<file path="src/rtl/alu_decode_stage.sv">
// RV32I decode stage feeding the integer ALU: one registered bundle slot with
// valid/ready handshake on both sides, full throughput and a flush input.
module alu_decode_stage (
  input  logic        clk,
  input  logic        rst_n,
  input  logic        flush,
  input  logic        in_valid,
  output logic        in_ready,
  input  logic [31:0] in_insn,
  input  logic [31:0] in_pc,
  output logic        out_valid,
  input  logic        out_ready,
  output logic [31:0] out_pc,
  output logic [3:0]  alu_op,
  output logic [4:0]  rs1,
  output logic [4:0]  rs2,
  output logic [4:0]  rd,
  output logic [31:0] imm,
  output logic        use_imm,
  output logic        use_pc,
  output logic        wr_en,
  output logic        illegal
);

  localparam int unsigned XLEN   = 32;
  localparam int unsigned OPW    = 4;
  localparam int unsigned REGW   = 5;

  localparam logic [6:0] OPC_OP     = 7'b0110011;
  localparam logic [6:0] OPC_OP_IMM = 7'b0010011;
  localparam logic [6:0] OPC_LUI    = 7'b0110111;
  localparam logic [6:0] OPC_AUIPC  = 7'b0010111;
  localparam logic [6:0] OPC_LOAD   = 7'b0000011;
  localparam logic [6:0] OPC_STORE  = 7'b0100011;
  localparam logic [6:0] F7_ZERO    = 7'b0000000;
  localparam logic [6:0] F7_ALT     = 7'b0100000;

  typedef struct packed {
    logic [XLEN-1:0] pc;
    logic [OPW-1:0]  alu_op;
    logic [REGW-1:0] rs1;
    logic [REGW-1:0] rs2;
    logic [REGW-1:0] rd;
    logic [XLEN-1:0] imm;
    logic            use_imm;
    logic            use_pc;
    logic            wr_en;
    logic            illegal;
  } bundle_t;

  logic [6:0] opcode;
  logic [2:0] funct3;
  logic [6:0] funct7;
  logic       in_xfer;
  logic       valid_q;
  bundle_t    dec_c;
  bundle_t    bundle_q;

  assign opcode  = in_insn[6:0];
  assign funct3  = in_insn[14:12];
  assign funct7  = in_insn[31:25];
  assign in_ready = !flush && (!valid_q || out_ready);
  assign in_xfer  = in_valid && in_ready;

  // Instruction decode into the next bundle value.
  always_comb begin
    logic legal;
    logic is_op;
    logic is_store;
    logic is_upper;
    legal    = 1'b0;
    is_op    = (opcode == OPC_OP);
    is_store = (opcode == OPC_STORE);
    is_upper = (opcode == OPC_LUI) || (opcode == OPC_AUIPC);
    dec_c    = '0;
    dec_c.pc = in_pc;

    case (opcode)
      OPC_OP: begin
        legal = (funct7 == F7_ZERO) ||
                ((funct7 == F7_ALT) && ((funct3 == 3'b000) || (funct3 == 3'b101)));
        dec_c.alu_op = {in_insn[30], funct3};
      end
      OPC_OP_IMM: begin
        dec_c.use_imm = 1'b1;
        dec_c.alu_op  = {(funct3 == 3'b101) && in_insn[30], funct3};
        if ((funct3 == 3'b001) || (funct3 == 3'b101)) begin
          dec_c.imm = {27'b0, in_insn[24:20]};
        end else begin
          dec_c.imm = {{20{in_insn[31]}}, in_insn[31:20]};
        end
        if (funct3 == 3'b001) begin
          legal = (funct7 == F7_ZERO);
        end else if (funct3 == 3'b101) begin
          legal = (funct7 == F7_ZERO) || (funct7 == F7_ALT);
        end else begin
          legal = 1'b1;
        end
      end
      OPC_LUI, OPC_AUIPC: begin
        legal         = 1'b1;
        dec_c.use_imm = 1'b1;
        dec_c.use_pc  = (opcode == OPC_AUIPC);
        dec_c.imm     = {in_insn[31:12], 12'b0};
      end
      OPC_LOAD: begin
        legal         = 1'b1;
        dec_c.use_imm = 1'b1;
        dec_c.imm     = {{20{in_insn[31]}}, in_insn[31:20]};
      end
      OPC_STORE: begin
        legal         = 1'b1;
        dec_c.use_imm = 1'b1;
        dec_c.imm     = {{20{in_insn[31]}}, in_insn[31:25], in_insn[11:7]};
      end
      default: legal = 1'b0;
    endcase

    dec_c.rs1   = is_upper ? '0 : in_insn[19:15];
    dec_c.rs2   = (is_op || is_store) ? in_insn[24:20] : '0;
    dec_c.rd    = is_store ? '0 : in_insn[11:7];
    dec_c.wr_en = legal && !is_store && (dec_c.rd != '0);

    // Illegal encodings travel as a neutral bundle with only the flag set.
    if (!legal) begin
      dec_c.illegal = 1'b1;
      dec_c.alu_op  = '0;
      dec_c.imm     = '0;
      dec_c.use_imm = 1'b0;
      dec_c.use_pc  = 1'b0;
    end
  end

  // Pipeline slot: flush wins, then intake, then drain.
  always_ff @(posedge clk or negedge rst_n) begin
    if (!rst_n) begin
      valid_q  <= 1'b0;
      bundle_q <= '0;
    end else begin
      if (flush) begin
        valid_q <= 1'b0;
      end else if (in_xfer) begin
        valid_q <= 1'b1;
      end else if (out_ready) begin
        valid_q <= 1'b0;
      end
      if (in_xfer) begin
        bundle_q <= dec_c;
      end
    end
  end

  assign out_valid = valid_q;
  assign out_pc    = bundle_q.pc;
  assign alu_op    = bundle_q.alu_op;
  assign rs1       = bundle_q.rs1;
  assign rs2       = bundle_q.rs2;
  assign rd        = bundle_q.rd;
  assign imm       = bundle_q.imm;
  assign use_imm   = bundle_q.use_imm;
  assign use_pc    = bundle_q.use_pc;
  assign wr_en     = bundle_q.wr_en;
  assign illegal   = bundle_q.illegal;

endmodule

</file>
<file path="config.mk">
export PLATFORM = sky130hd
export DESIGN_NAME = alu_decode_stage
export DESIGN_NICKNAME = d
export VERILOG_FILES = /design/src/rtl/alu_decode_stage.sv
export SDC_FILE = /design/constraint.sdc
export NUM_CORES = 1
export LEC_CHECK = 0
export ABC_AREA = 1
export CAP_MARGIN = 10
export CORE_ASPECT_RATIO = 1.2
export CORE_MARGIN = 3
export CORE_UTILIZATION = 35
export DETAILED_ROUTE_END_ITERATION = 16
export PLACE_DENSITY = 0.69
export SYNTH_ARGS = -nofsm -noshare
export SYNTH_HDL_FRONTEND = slang
export SYNTH_SLANG_ARGS = --single-unit
</file>
<file path="constraint.sdc">
create_clock -name clk -period 3.7 [get_ports clk]
set_clock_uncertainty 0.1 [all_clocks]
set_input_delay 0.555 -clock clk [delete_from_list [all_inputs] [get_ports clk]]
set_output_delay 0.555 -clock clk [all_outputs]
set_load 0.01 [all_outputs]
</file>
After elaboration in Yosys (flattened, before gate mapping)
Index checks and enable logic that the tools add are counted.

word-level totals
  flip-flop bits (word level) = 88
  word-level logic and storage cells = 58

cells by class
  equality and inequality tests = 9
  mux-type cells = 16
  reduce and logical (&&, ||, !) cells = 22

operators by type and width
  kind                                                 number
  case mux 33 bit (4 select lines)                     1
  2-to-1 mux 34 bit                                    1
  2-to-1 mux 32 bit                                    1
  equality test 7 x 6 -> 1 bit, second input constant  4
  2-to-1 mux 5 bit                                     3
  equality test 7 x 5 -> 1 bit, second input constant  2
  case mux 4 bit (2 select lines)                      1
  equality test 7 x 2 -> 1 bit, second input constant  1
  zero test 7 bit                                      1
  logical OR 1 bit                                     7
  2-to-1 mux 1 bit                                     7
  logical AND 1 bit                                    6
  nonzero test 5 bit                                   1
  2-to-1 mux 4 bit                                     1
  OR reduction 4 bit                                   1
  equality test 3 x 1 -> 1 bit, second input constant  1
  equality test 3 bit, second input constant           1
  zero test 1 bit                                      3
  zero test 3 bit                                      1
  case mux 1 bit (3 select lines)                      1
  nonzero test 3 bit                                   1
  OR reduction 2 bit                                   1

Depth between registers and ports, before layout
  word-level depth = 7
  depth in mapped cells = 10
  gate-level depth less buffers = 9

Worst setup path before layout
No wires, ideal clock.

  path kind = input port to flip-flop
  from = input out_ready
  to = register bundle_q, in the netlist imm[8]
  library setup time = 0.066 ns
  arrival = 1.660 ns
  slack = 1.874 ns
  stages on the path = 10
  path through = inv_1 > nand2_1 > inv_1 > nor2_1 > nand2_1 > inv_1 > buf_2 > buf_2 > o21ai_0 > nand2_1

between the ends
  longest elaborated chain between the ends = 3

ends and longest elaborated chain
  item                    RTL line  text
  start: declaration      12        input logic out_ready,
  logical OR 1 bit        62        assign in_ready = !flush && (!valid_q || out_ready);
  logical AND 1 bit       62
  named net in_ready      8         output logic in_ready,
  logical AND 1 bit       63        assign in_xfer = in_valid && in_ready;
  end signal: assignment  138       bundle_q <= '0;
  end signal: assignment  148       bundle_q <= dec_c;
  end: declaration        57        bundle_t bundle_q;

The timed path passes the listed nets, and every way through them passes these cells.
A chain may end at the register's enable or synchronous reset.

Final worst setup path
  from = input out_ready
  to = output in_ready

between the ends
  longest elaborated chain between the ends = 2

ends and longest elaborated chain
  item               RTL line
  logical OR 1 bit   62
  logical AND 1 bit  62
  end: declaration   8

No other way between the ends.

==> impl_summary.log <==
[metrics] status: completed
[metrics] Gate Count Post-Synth: 488
[metrics] Routed wire per std cell: about 15 um
[metrics] f_max: 0.403 GHz
[metrics] share of the clock period used by the worst path: 67.1%
[metrics] share of layout cells above drive strength 1: 4.19%
[metrics] data required time of the worst path: approximately 3 ns
[metrics] hold buffer count at cts: 0
[metrics] type of the tightest min-delay check: in -> async
[metrics] register area share after synthesis: between 50% and 60%
[metrics] buffers inserted by post-CTS timing repair: 0
[metrics] Vias/cell: 4.79
[metrics] antenna violations before repair: 1
[metrics] Worst setup startpoint: out_ready
[metrics] Starting Density: a little over a third
[metrics] pin count of the biggest net entering global routing: between 90 and 100
[metrics] combined area of all synthesized cells: ~3800 um2
[metrics] count of cells along the worst register-to-register path: 6
[metrics] VDD IR max: 235 uV
[metrics] post-synthesis sequential element count: 88
[metrics] post-synthesis average cell area: approximately 7.9 um2
[metrics] total setup violations reported at the end of the flow: 0
[metrics] CP Data Arrival Time: 1.83 ns
[metrics] Final min period: between 2 and 2.5 ns
[metrics] worst slack on hold paths: 0.252 ns
[metrics] fin area: between 5000 and 6000 um2
[metrics] Die Height: 121 um
[metrics] routed wire length: 11.7 mm
[metrics] GR Util All Layers: 19.8%
[metrics] clock transition at the registers of the reported paths: 0.06 ns
[metrics] cell area after placement: 5510 um2
[metrics] category of the worst setup path launch point: input pin
[metrics] number of buffers added by the clock tree synthesis step: 9
[metrics] floorplan core area: 10600 um2
[metrics] H-tree depth: 3
[metrics] number of port buffers: 157
[metrics] count of final max-slew check failures: 0
[metrics] signed area change from the synthesized netlist to the final layout: 52.5%
[metrics] Netlist cell types: 18
[metrics] row count: 41
[metrics] via count: ~3700
[metrics] Layout fillers: 993
[metrics] number of warnings issued by yosys: 0
[metrics] P per Cell Area: 431 nW/um2
[metrics] remaining design rule violation count: 0
[metrics] Fin Setup TNS: 0 ns
[metrics] number of primary I/O pins: 158
[metrics] r2r startpoint: out_valid
[metrics] top area cells in the synthesized netlist: sky130_fd_sc_hd__dfrtp_1 57%, sky130_fd_sc_hd__nand2_1 28%, sky130_fd_sc_hd__nand3_1 5.2%
[metrics] Max Cap Violations: 0
[metrics] Skew-Pair Late Insertion Delay: 0.33 ns
[metrics] first-pass GRT wire length: 19.1 mm
[metrics] final weighted congestion of routability-driven global placement: 0.780
[metrics] Chip Width: 102 um
[metrics] Worst setup EP type: primary output
[metrics] DRT iter0 DRCs: 279
[metrics] total grt overflow: 0
[metrics] Slew HR: about 34%
[metrics] CTS Root Cell: sky130_fd_sc_hd__clkbuf_16
[metrics] number of clock sinks: 88
[metrics] clk buf depth: 2
[metrics] Post-Syn Nets: 557
[metrics] setup repair after global routing missed its margin: no
[metrics] detailed-routing iteration count for the pre-antenna-repair pass: 4
[metrics] half-perimeter wire length after placement: 8.59 mm
[metrics] static power due to leakage: 3.03 nW
[metrics] CP Max Fanout: 2
[metrics] RR Endpoint: use_pc
[metrics] R2R Setup Slk: 1.88 ns
[metrics] number of instances resized during post-cts repair: 0
[metrics] count of nets left with antenna violations after detail routing: 0
[metrics] DIE AREA: 12300 um2
[metrics] path type of the worst setup path: in -> out
[metrics] clock tree from TritonCTS: done
[metrics] fraction of synthesized cell area taken by the top area cell type: 57.4%
[metrics] actual transition at the worst max-transition pin: slightly below 1 ns
[metrics] cell taking the most area after synthesis: sky130_fd_sc_hd__dfrtp_1
[metrics] number of global-route vias before repair: between 3000 and 4000
[metrics] Final Net Count: 708
[metrics] number of hold violations in the final report: 0
## critical path, stage by stage
cell and delay, ns:
sky130_fd_sc_hd__clkdlybuf4s50_1 0.45, sky130_fd_sc_hd__inv_1 0.03, sky130_fd_sc_hd__nand2_1 0.05, sky130_fd_sc_hd__inv_1 0.05, sky130_fd_sc_hd__nor2_1 0.14, sky130_fd_sc_hd__clkdlybuf4s50_1 0.56
## flip-flops by register name (all words and copies together), names as in the netlist
signal and flops:
use_pc 1, out_valid 1, rd 5, wr_en 1, imm 32, out_pc 32, rs1 5, rs2 5
illegal 1, alu_op 4, use_imm 1
## layer usage
| metal | track usage, % | vias up | share of wire, % |
|---|---|---|---|
| met2 | 34.0 | 109 | 53 |
| met1 | 24.9 | 1775 | 41 |
| li1 | - | 1810 | - |
| met4 | 7.56 | 0 | 2.0 |
| met3 | 3.00 | 17 | 4.7 |
| met5 | 0 | - | 0 |
## area by class of cell
type | count | area [um2] | share of cell area, %
flip-flops and latches | 88 | 2200 | 37.7
repair buffers | 162 | 1610 | 27.5
multi-input cells | 362 | 1480 | 25.3
clock buffers | 14 | 274 | 4.69
well taps | 129 | 161 | 2.76
clock inverters | 2 | 60.1 | 1.03
inverters | 16 | 60.1 | 1.03
diodes | 1 | 2.50 | 0.0428
## stage by stage
step	power (mW)	std cells	util (%)	setup slack, ns
after floorplan	1.24	488	-	1.87
after global placement	1.53	757	51.9	1.06
after global routing	2.63	774	55.1	1.08
after detailed placement	1.54	757	51.9	0.979
after CTS	2.55	773	55.0	1.21
final	2.52	774	55.1	1.22
## layout by cell type, fill, tap and decap left out, types with 2 or more instances in the layout
cell type / n
sky130_fd_sc_hd__clkdlybuf4s50_1: 156
sky130_fd_sc_hd__nor2_1: 15
sky130_fd_sc_hd__nand2_1: 284
sky130_fd_sc_hd__buf_4: 6
sky130_fd_sc_hd__nand3_1: 40
sky130_fd_sc_hd__clkbuf_16: 9
sky130_fd_sc_hd__clkbuf_1: 2
sky130_fd_sc_hd__dfrtp_1: 88
sky130_fd_sc_hd__bufinv_16: 2
sky130_fd_sc_hd__nor3_1: 2
sky130_fd_sc_hd__o21ai_0: 11
sky130_fd_sc_hd__clkbuf_8: 3
sky130_fd_sc_hd__inv_1: 15
sky130_fd_sc_hd__nand2_2: 2
## worst max path at each step
stage | slack, ns | end | cells past startpoint
after floorplan | 1.87 | imm[8] | 10
after global placement | 1.06 | imm[28] | 9
after detailed placement | 0.98 | imm[11] | 7
after CTS | 1.21 | in_ready | 6
after global routing | 1.08 | imm[28] | 9
final | 1.22 | in_ready | 6
## report_power, final
| part | switching [mW] | leakage, nW | internal, mW |
|---|---|---|---|
| registers | 0.0444 | 1.16 | 1.04 |
| logic | 0.204 | 1.71 | 0.235 |
| clock network | 0.353 | 0.163 | 0.648 |
| total | 0.601 | 3.03 | 1.92 |
## synth_stat cells
library cell,n
sky130_fd_sc_hd__nand2_1,285
sky130_fd_sc_hd__dfrtp_1,88
sky130_fd_sc_hd__nand3_1,40
sky130_fd_sc_hd__inv_1,16
sky130_fd_sc_hd__nor2_1,15
sky130_fd_sc_hd__clkbuf_1,13
sky130_fd_sc_hd__o21ai_0,11
sky130_fd_sc_hd__buf_2,9
sky130_fd_sc_hd__nor3_1,2
sky130_fd_sc_hd__a211oi_1,1
sky130_fd_sc_hd__a21oi_1,1
sky130_fd_sc_hd__nand2_2,1
sky130_fd_sc_hd__nand2_4,1
sky130_fd_sc_hd__nor3_4,1
sky130_fd_sc_hd__nor3b_1,1
sky130_fd_sc_hd__o21ai_2,1
sky130_fd_sc_hd__o21ai_4,1
sky130_fd_sc_hd__o31ai_1,1
## cells by family after synthesis
family / synth area share, %
AO/OA/AOI/OAI: 2.61
buffers and inverters: 4.01
AND/OR/NAND/NOR: 35.9
flip-flops: 57.4
Power figures use the tool's default switching activity.
